--- config.mk ---
export PLATFORM = sky130hd
export DESIGN_NAME = mac_seq_4_bit_flat
export DESIGN_NICKNAME = d
export VERILOG_FILES = /design/src/rtl/mac_seq_4_bit_if.sv /design/src/rtl/mac_seq_4_bit.sv /design/src/flat_wrapper.sv
export SDC_FILE = /design/constraint.sdc
export NUM_CORES = 1
export LEC_CHECK = 0
export ABC_AREA = 1
export BUFFER_PORTS_ARGS = -buffer_cell sky130_fd_sc_hd__buf_2
export CAP_MARGIN = 20
export CELL_PAD_IN_SITES_DETAIL_PLACEMENT = 0
export CELL_PAD_IN_SITES_GLOBAL_PLACEMENT = 1
export CORE_MARGIN = 8
export CORE_UTILIZATION = 42
export DETAILED_ROUTE_END_ITERATION = 10
export GPL_ROUTABILITY_DRIVEN = 0
export GPL_TIMING_DRIVEN = 0
export HOLD_SLACK_MARGIN = 0.1
export PLACE_DENSITY = 0.79
export SYNTH_ARGS = -nofsm -noshare
export SYNTH_HDL_FRONTEND = slang
export SYNTH_SLANG_ARGS = --single-unit
--- constraint.sdc ---
create_clock -name clk -period 2.4 [get_ports clk]
set_input_delay 0 -clock clk [delete_from_list [all_inputs] [get_ports clk]]
set_output_delay 0 -clock clk [all_outputs]
set_load 0.05 [all_outputs]
--- src/rtl/mac_seq_4_bit_if.sv ---
// Operand/command and result bundle for the sequential MAC; the master issues commands, the slave is the MAC.
interface mac_seq_4_bit_if #(
  parameter int IN_W  = 4,
  parameter int ACC_W = 8
);
  logic             start;
  logic             clear;
  logic [IN_W-1:0]  a;
  logic [IN_W-1:0]  b;
  logic             busy;
  logic             done;
  logic [ACC_W-1:0] acc;
  logic             overflow;

  modport master (
    output start, clear, a, b,
    input  busy, done, acc, overflow
  );

  modport slave (
    input  start, clear, a, b,
    output busy, done, acc, overflow
  );
endinterface

--- src/rtl/mac_seq_4_bit.sv ---
// Shift-and-add multiply (one partial product per clock) accumulated into a wrapping acc with sticky overflow.
// Latency IN_W+2 edges from start to done; start/clear are only sampled in IDLE and are dropped while busy.
module mac_seq_4_bit #(
  parameter int IN_W  = 4,
  parameter int ACC_W = 8
) (
  input  logic           clk,
  input  logic           rst,
  mac_seq_4_bit_if.slave bus
);
  localparam int PP_W  = 2 * IN_W;
  localparam int CNT_W = (IN_W > 1) ? $clog2(IN_W) : 1;
  localparam logic [CNT_W-1:0] CNT_LAST = CNT_W'(IN_W - 1);

  typedef enum logic [1:0] {IDLE, MULT, ACC} state_t;

  state_t           state;
  state_t           state_nxt;
  logic [IN_W-1:0]  a_r;
  logic [IN_W-1:0]  b_r;
  logic [PP_W-1:0]  pp;
  logic [CNT_W-1:0] cnt;
  logic [ACC_W-1:0] acc_r;
  logic             ovf_r;
  logic             done_r;
  logic             busy_r;

  logic             load;
  logic             step;
  logic             accum;
  logic             do_clear;
  logic [PP_W-1:0]  a_ext;
  logic [PP_W-1:0]  partial;
  logic [ACC_W:0]   sum;

  always_comb begin
    state_nxt = state;
    load      = 1'b0;
    step      = 1'b0;
    accum     = 1'b0;
    do_clear  = 1'b0;
    case (state)
      IDLE: begin
        do_clear = bus.clear;
        if (bus.start) begin
          load      = 1'b1;
          state_nxt = MULT;
        end
      end
      MULT: begin
        step = 1'b1;
        if (cnt == CNT_LAST) state_nxt = ACC;
      end
      ACC: begin
        accum     = 1'b1;
        state_nxt = IDLE;
      end
      default: state_nxt = IDLE;
    endcase
  end

  always_comb begin
    a_ext   = PP_W'(a_r);
    partial = b_r[cnt] ? (a_ext << cnt) : '0;
    sum     = {1'b0, acc_r} + (ACC_W + 1)'(pp);
  end

  always_ff @(posedge clk or posedge rst) begin
    if (rst) state <= IDLE;
    else     state <= state_nxt;
  end

  always_ff @(posedge clk or posedge rst) begin
    if (rst) begin
      a_r    <= '0;
      b_r    <= '0;
      pp     <= '0;
      cnt    <= '0;
      acc_r  <= '0;
      ovf_r  <= 1'b0;
      done_r <= 1'b0;
      busy_r <= 1'b0;
    end else begin
      done_r <= accum;
      busy_r <= (state_nxt != IDLE);
      if (load) begin
        a_r <= bus.a;
        b_r <= bus.b;
        pp  <= '0;
        cnt <= '0;
      end
      if (step) begin
        pp  <= pp + partial;
        cnt <= cnt + CNT_W'(1);
      end
      // clear and start on one edge: clear lands now, the accumulate happens IN_W+1 edges later onto 0
      if (do_clear) begin
        acc_r <= '0;
        ovf_r <= 1'b0;
      end
      if (accum) begin
        acc_r <= sum[ACC_W-1:0];
        ovf_r <= ovf_r | sum[ACC_W];
      end
    end
  end

  assign bus.busy     = busy_r;
  assign bus.done     = done_r;
  assign bus.acc      = acc_r;
  assign bus.overflow = ovf_r;
endmodule

--- src/flat_wrapper.sv ---
// flat-port wrapper written by rule: the top's interface ports become plain ports
module mac_seq_4_bit_flat 
#(
  parameter int IN_W  = 4,
  parameter int ACC_W = 8
)
  (clk, rst, bus_start, bus_clear, bus_a, bus_b, bus_busy, bus_done, bus_acc, bus_overflow);
  mac_seq_4_bit_if #(.IN_W(IN_W), .ACC_W(ACC_W)) bus_i ();
  input  logic clk;
  input  logic rst;
  input wire logic [$bits(bus_i.start)-1:0] bus_start;
  input wire logic [$bits(bus_i.clear)-1:0] bus_clear;
  input wire logic [$bits(bus_i.a)-1:0] bus_a;
  input wire logic [$bits(bus_i.b)-1:0] bus_b;
  output wire logic [$bits(bus_i.busy)-1:0] bus_busy;
  output wire logic [$bits(bus_i.done)-1:0] bus_done;
  output wire logic [$bits(bus_i.acc)-1:0] bus_acc;
  output wire logic [$bits(bus_i.overflow)-1:0] bus_overflow;
  assign bus_i.start = bus_start;
  assign bus_i.clear = bus_clear;
  assign bus_i.a = bus_a;
  assign bus_i.b = bus_b;
  assign bus_busy = bus_i.busy;
  assign bus_done = bus_i.done;
  assign bus_acc = bus_i.acc;
  assign bus_overflow = bus_i.overflow;
  mac_seq_4_bit #(.IN_W(IN_W), .ACC_W(ACC_W)) u_core (.clk(clk), .rst(rst), .bus(bus_i));
endmodule
Word level (Yosys, flattened, before mapping):

Index checks and enable logic that the tools add are counted.

* magnitude comparators: 1
* shift-type cells: 1
* reductions and logical operators: 4
* add/subtract/negate cells: 3
* eq/ne operators: 3
* muxes and demuxes: 19
* bitwise logic cells: 1

Operators by type and width (number)
* 8-bit two-way mux: 5
* 8-bit by 8-bit adder with 9-bit output: 1
* 8-bit adder: 1
* 1-bit two-way mux: 8
* 2-bit two-way mux: 4
* 4-bit by 2-bit left shift with 8-bit output: 1
* 2-bit nonzero test: 3
* 2-bit == test (second input constant): 2
* 2-bit case mux with 2 select lines: 1
* 2-bit by 3-bit less-than comparator with 1-bit output (second input constant): 1
* 2-bit by 1-bit adder with 2-bit output (second input constant): 1
* 1-bit binary-select mux with 2-bit select: 1
* 2-bit by 1-bit == test with 1-bit output (second input constant): 1
* 2-bit logical NOT: 1
* 1-bit OR: 1

* output and inout bits: 11
* logic and storage cells: 41
* register bits: 31

Depth between registers and ports, before layout:

* word-level depth: 5
* mapped depth: 17
* gate-level depth less buffers: 17

Worst setup path before layout:

OpenSTA, ideal clock, no wires.

* path kind: register to register
* start: register u_core.cnt[0]
* end: register u_core.pp[7]
* data required time: 2.284 ns
* arrival: 1.766 ns
* cell stages (with the launch flop): 14
* path slack: 0.518 ns
* buffers on the path: 0
* setup time: 0.116 ns
* cell sequence: dfrtp_1 > inv_2 > nor2_1 > nor2_1 > o21ai_0 > nand2_2 > nand2_1 > inv_1 > ha_1 > a21oi_1 > and2_1 > nand2_1 > nand3_1 > nand2_1

* cells in the longest elaborated chain, start to end: 5

RTL lines
* from (decl): line mac_seq_4_bit.sv:22 `logic [CNT_W-1:0] cnt;`
* from (signal assigned): line mac_seq_4_bit.sv:94 `cnt <= cnt + CNT_W'(1);`
* 1-bit binary-select mux with 2-bit select: line mac_seq_4_bit.sv:64 `partial = b_r[cnt] ? (a_ext << cnt) : '0;`
* 1-bit two-way mux (not written as such): line mac_seq_4_bit.sv:64
* 8-bit two-way mux *: line mac_seq_4_bit.sv:64
* 8-bit adder *: line mac_seq_4_bit.sv:93 `pp <= pp + partial;`
* 8-bit two-way mux *: line mac_seq_4_bit.sv:92 `if (step) begin`
* to (signal assigned): line mac_seq_4_bit.sv:93
* to (decl): line mac_seq_4_bit.sv:21 `logic [PP_W-1:0] pp;`

Mark *: on every way between the ends. The rest lies on a longest branch, timed or not. The select of a mux whose other input is x is not followed.
A chain may end at the register's enable or synchronous reset.

Worst setup path in the final report:

Ends and elaborated chain as after synthesis.

==> impl_metrics.ini <==
[place]
dp_hpwl_um = 3250
io_buffers = 22
dp_cells = 338

[final_layout]
layout.nets = 334
fillCellCount = 418
layoutNonFillerInstCount = 356
drive_gt1_frac = 0.118
post-route-util = 0.530
diodes = 0
syn2layout_area_growth_pct = 20.6

[sta]
maxSlewViolCount = 0
fin_crit_ns = 2.18
setup_viol = 0
tightest_slew_ns = 0.708
period_share = 0.909
finClkSkew_ns = 0.00610
rsz0062_at_grt = false
slew-limit-headroom = 0.525
clock.fmax_mhz = 458
tns_ns = 0
hold_viol = 0
hold_slack_ns = 0.214

[clocking]
ctsResizeCount = 0
path_clk_slew_ns = 0.06
clockRootBuffer = clkbuf_8
cts-htree-levels = 2
clock_sinks = 31
postCtsHoldBufs = 11
clock_latency_ns = 0.28
tritoncts = yes
cts_made_buffers = 5
cts_setup_buffers = 0
clockBufferDepth = 2

[setup_path]
reg2reg_depth = 13
startpoint_type = register
crit_fanout = 9
end_kind = register
path_class = register to register
r2r_slack_ns = 0.22
required_ns = 2.58
critPathArrivalTime_ns = 2.36

[global_route]
grt_pass1_wl_um = 7640
antenna_found_initial = 0
grt_pass1_vias = 1748
track_usage = 0.129
overflow = 0
grt_max_degree = 22

[power_and_ir_drop]
p_int_uw = 1450
power.switching_uw = 1320
vdd.ir_drop.worst_mv = 0.622
p_leak_uw = 0.00138
p_clk_frac = 0.148
p_comb_frac = 0.530
p_sw_frac = 0.476
power_density_mw_per_mm2 = 1180
power_frac_seq = 0.322

[floorplanning]
die_w_um = 84.0
start_util = 0.440
core_sq_mm = 0.00441
dieArea_sq_mm = 0.00705
num_rows = 24
die_y_um = 84.0
ios = 23

[detailed_routing]
routed-via-count = 1701
drtIter0Drc = 32
vias_per_cell = 4.78
drc = 0
detail-route-antenna-nets = 0
drt_wl_total_um = 4070
first_pass_iters = 4
post_drt_wl_per_cell_um = 11.4

[yosys]
ys_seq_elements = 31
yosys_warnings = 0
syn_inst = 263
syn_area_per_cell_sq_um = 7.38
synthDistinctLibCells = 21
synth_nets = 293
yosysSeqAreaShare = 0.400
synthesis.area_sq_mm = 0.00194

[hold_path]
hold_path_depth = 4
hold_path_class = input pin to register

[status]
status = completed

[job]
drv_cap = 0
==> path summary, 6_finish.rpt <==
path / startpoint / endpoint
worst max-delay path: u_core.cnt[0] / u_core.pp[7]
worst min-delay path: bus_clear / u_core.bus.acc[3]
worst max register to register: u_core.cnt[0] / u_core.pp[7]
worst min register to register: u_core.b_r[3] / u_core.b_r[3]
max in group asynchronous: rst / u_core.bus.acc[1]
min in group asynchronous: rst / u_core.state[1]
==> cell usage in the layout (no fill, tap or decap), drive strengths merged <==
master	Yosys	layout
and3	1	1
nand2	94	94
o21ai	24	24
and2	1	1
nand4	2	2
clkbuf	0	6
dlygate4sd3	0	11
or2	1	1
inv	40	40
ha	16	16
nor2	11	11
a21oi	10	10
nand3	21	21
clkinv	1	2
fa	2	2
nand3b	3	3
a22o	4	4
buf	1	24
dfrtp	31	31
==> Yosys cell counts <==
cell,number,area share
ha_1,16,0.10
inv_2,2,0.0039
nor2_1,11,0.021
clkinv_1,1,0.0019
fa_1,2,0.021
nand3_2,1,0.0052
or2_2,1,0.0032
nand3b_1,3,0.012
and3_1,1,0.0032
nand2_1,93,0.18
a21oi_1,10,0.026
nand4_1,2,0.0064
o21ai_0,22,0.057
dfrtp_1,31,0.40
o21ai_1,2,0.0052
nand2_2,1,0.0032
nand3_1,20,0.052
a22o_1,4,0.018
buf_2,1,0.0026
inv_1,38,0.074
and2_1,1,0.0032
==> power by group through the flow <==
| stage | Clock [uW] | Sequential (uW) | Combinational, uW |
|---|---|---|---|
| 6_report | 410 | 890 | 1470 |
| 5_1_grt | 448 | 922 | 1740 |
| 4_1_cts | 429 | 893 | 1490 |
| 3_5_place_dp | 0 | 902 | 1460 |
| 3_3_place_gp | 0 | 895 | 1440 |
| 2_1_floorplan | 0 | 1040 | 979 |
==> metrics by stage <==
step                      cell area [sq um]  worst slack [ns]  power, uW
after floorplan                        1940             0.518       2010
after global placement                 2120             0.245       2330
after detailed placement               2140             0.211       2360
after CTS                              2340             0.204       2810
after global routing                   2340           0.00685       3110
final                                  2340             0.218       2770
==> per-layer routing <==
layer | track usage | vias to the layer above | share of wire
met2 | 0.225 | 23 | 0.50
met5 | 0 | - | 0
li1 | - | 926 | -
met1 | 0.148 | 746 | 0.46
met4 | 0.0471 | 0 | 0.013
met3 | 0.0332 | 6 | 0.032
==> cell families after synthesis <==
group,share of synthesized area
simple gates,0.289
buf+inv,0.0819
compound gates,0.106
flops,0.400
fa+ha+maj,0.124
==> registers in the layout (all words and copies together), names as in the netlist <==
name	count
u_core.bus.done	1
u_core.bus.acc	8
u_core.bus.overflow	1
u_core.a_r	4
u_core.cnt	2
u_core.b_r	4
u_core.bus.busy	1
u_core.state	2
u_core.pp	8
==> layout make-up <==
class | instances | area (sq um) | share of cell area
Buffer | 1 | 5.00 | 0.00214
Clock buffer | 6 | 82.6 | 0.0353
Clock inverter | 1 | 5.00 | 0.00214
Inverter | 41 | 154 | 0.0657
Multi-Input combinational cell | 190 | 1010 | 0.430
Sequential cell | 31 | 776 | 0.331
Tap cell | 52 | 65.1 | 0.0278
Timing Repair Buffer | 34 | 248 | 0.106
==> critical path, cell delays in order (launching register included) <==
cell and delay [ns]:
dfrtp_1 0.48, inv_2 0.17, nor2_1 0.06, nor2_1 0.14
o21ai_0 0.13, nand2_2 0.11, nand2_1 0.05, inv_1 0.05
ha_1 0.26, a21oi_1 0.27, and2_1 0.16, nand2_1 0.07
nand3_1 0.08, nand2_1 0.05
Note: power is estimated with default switching activity, not from simulation.
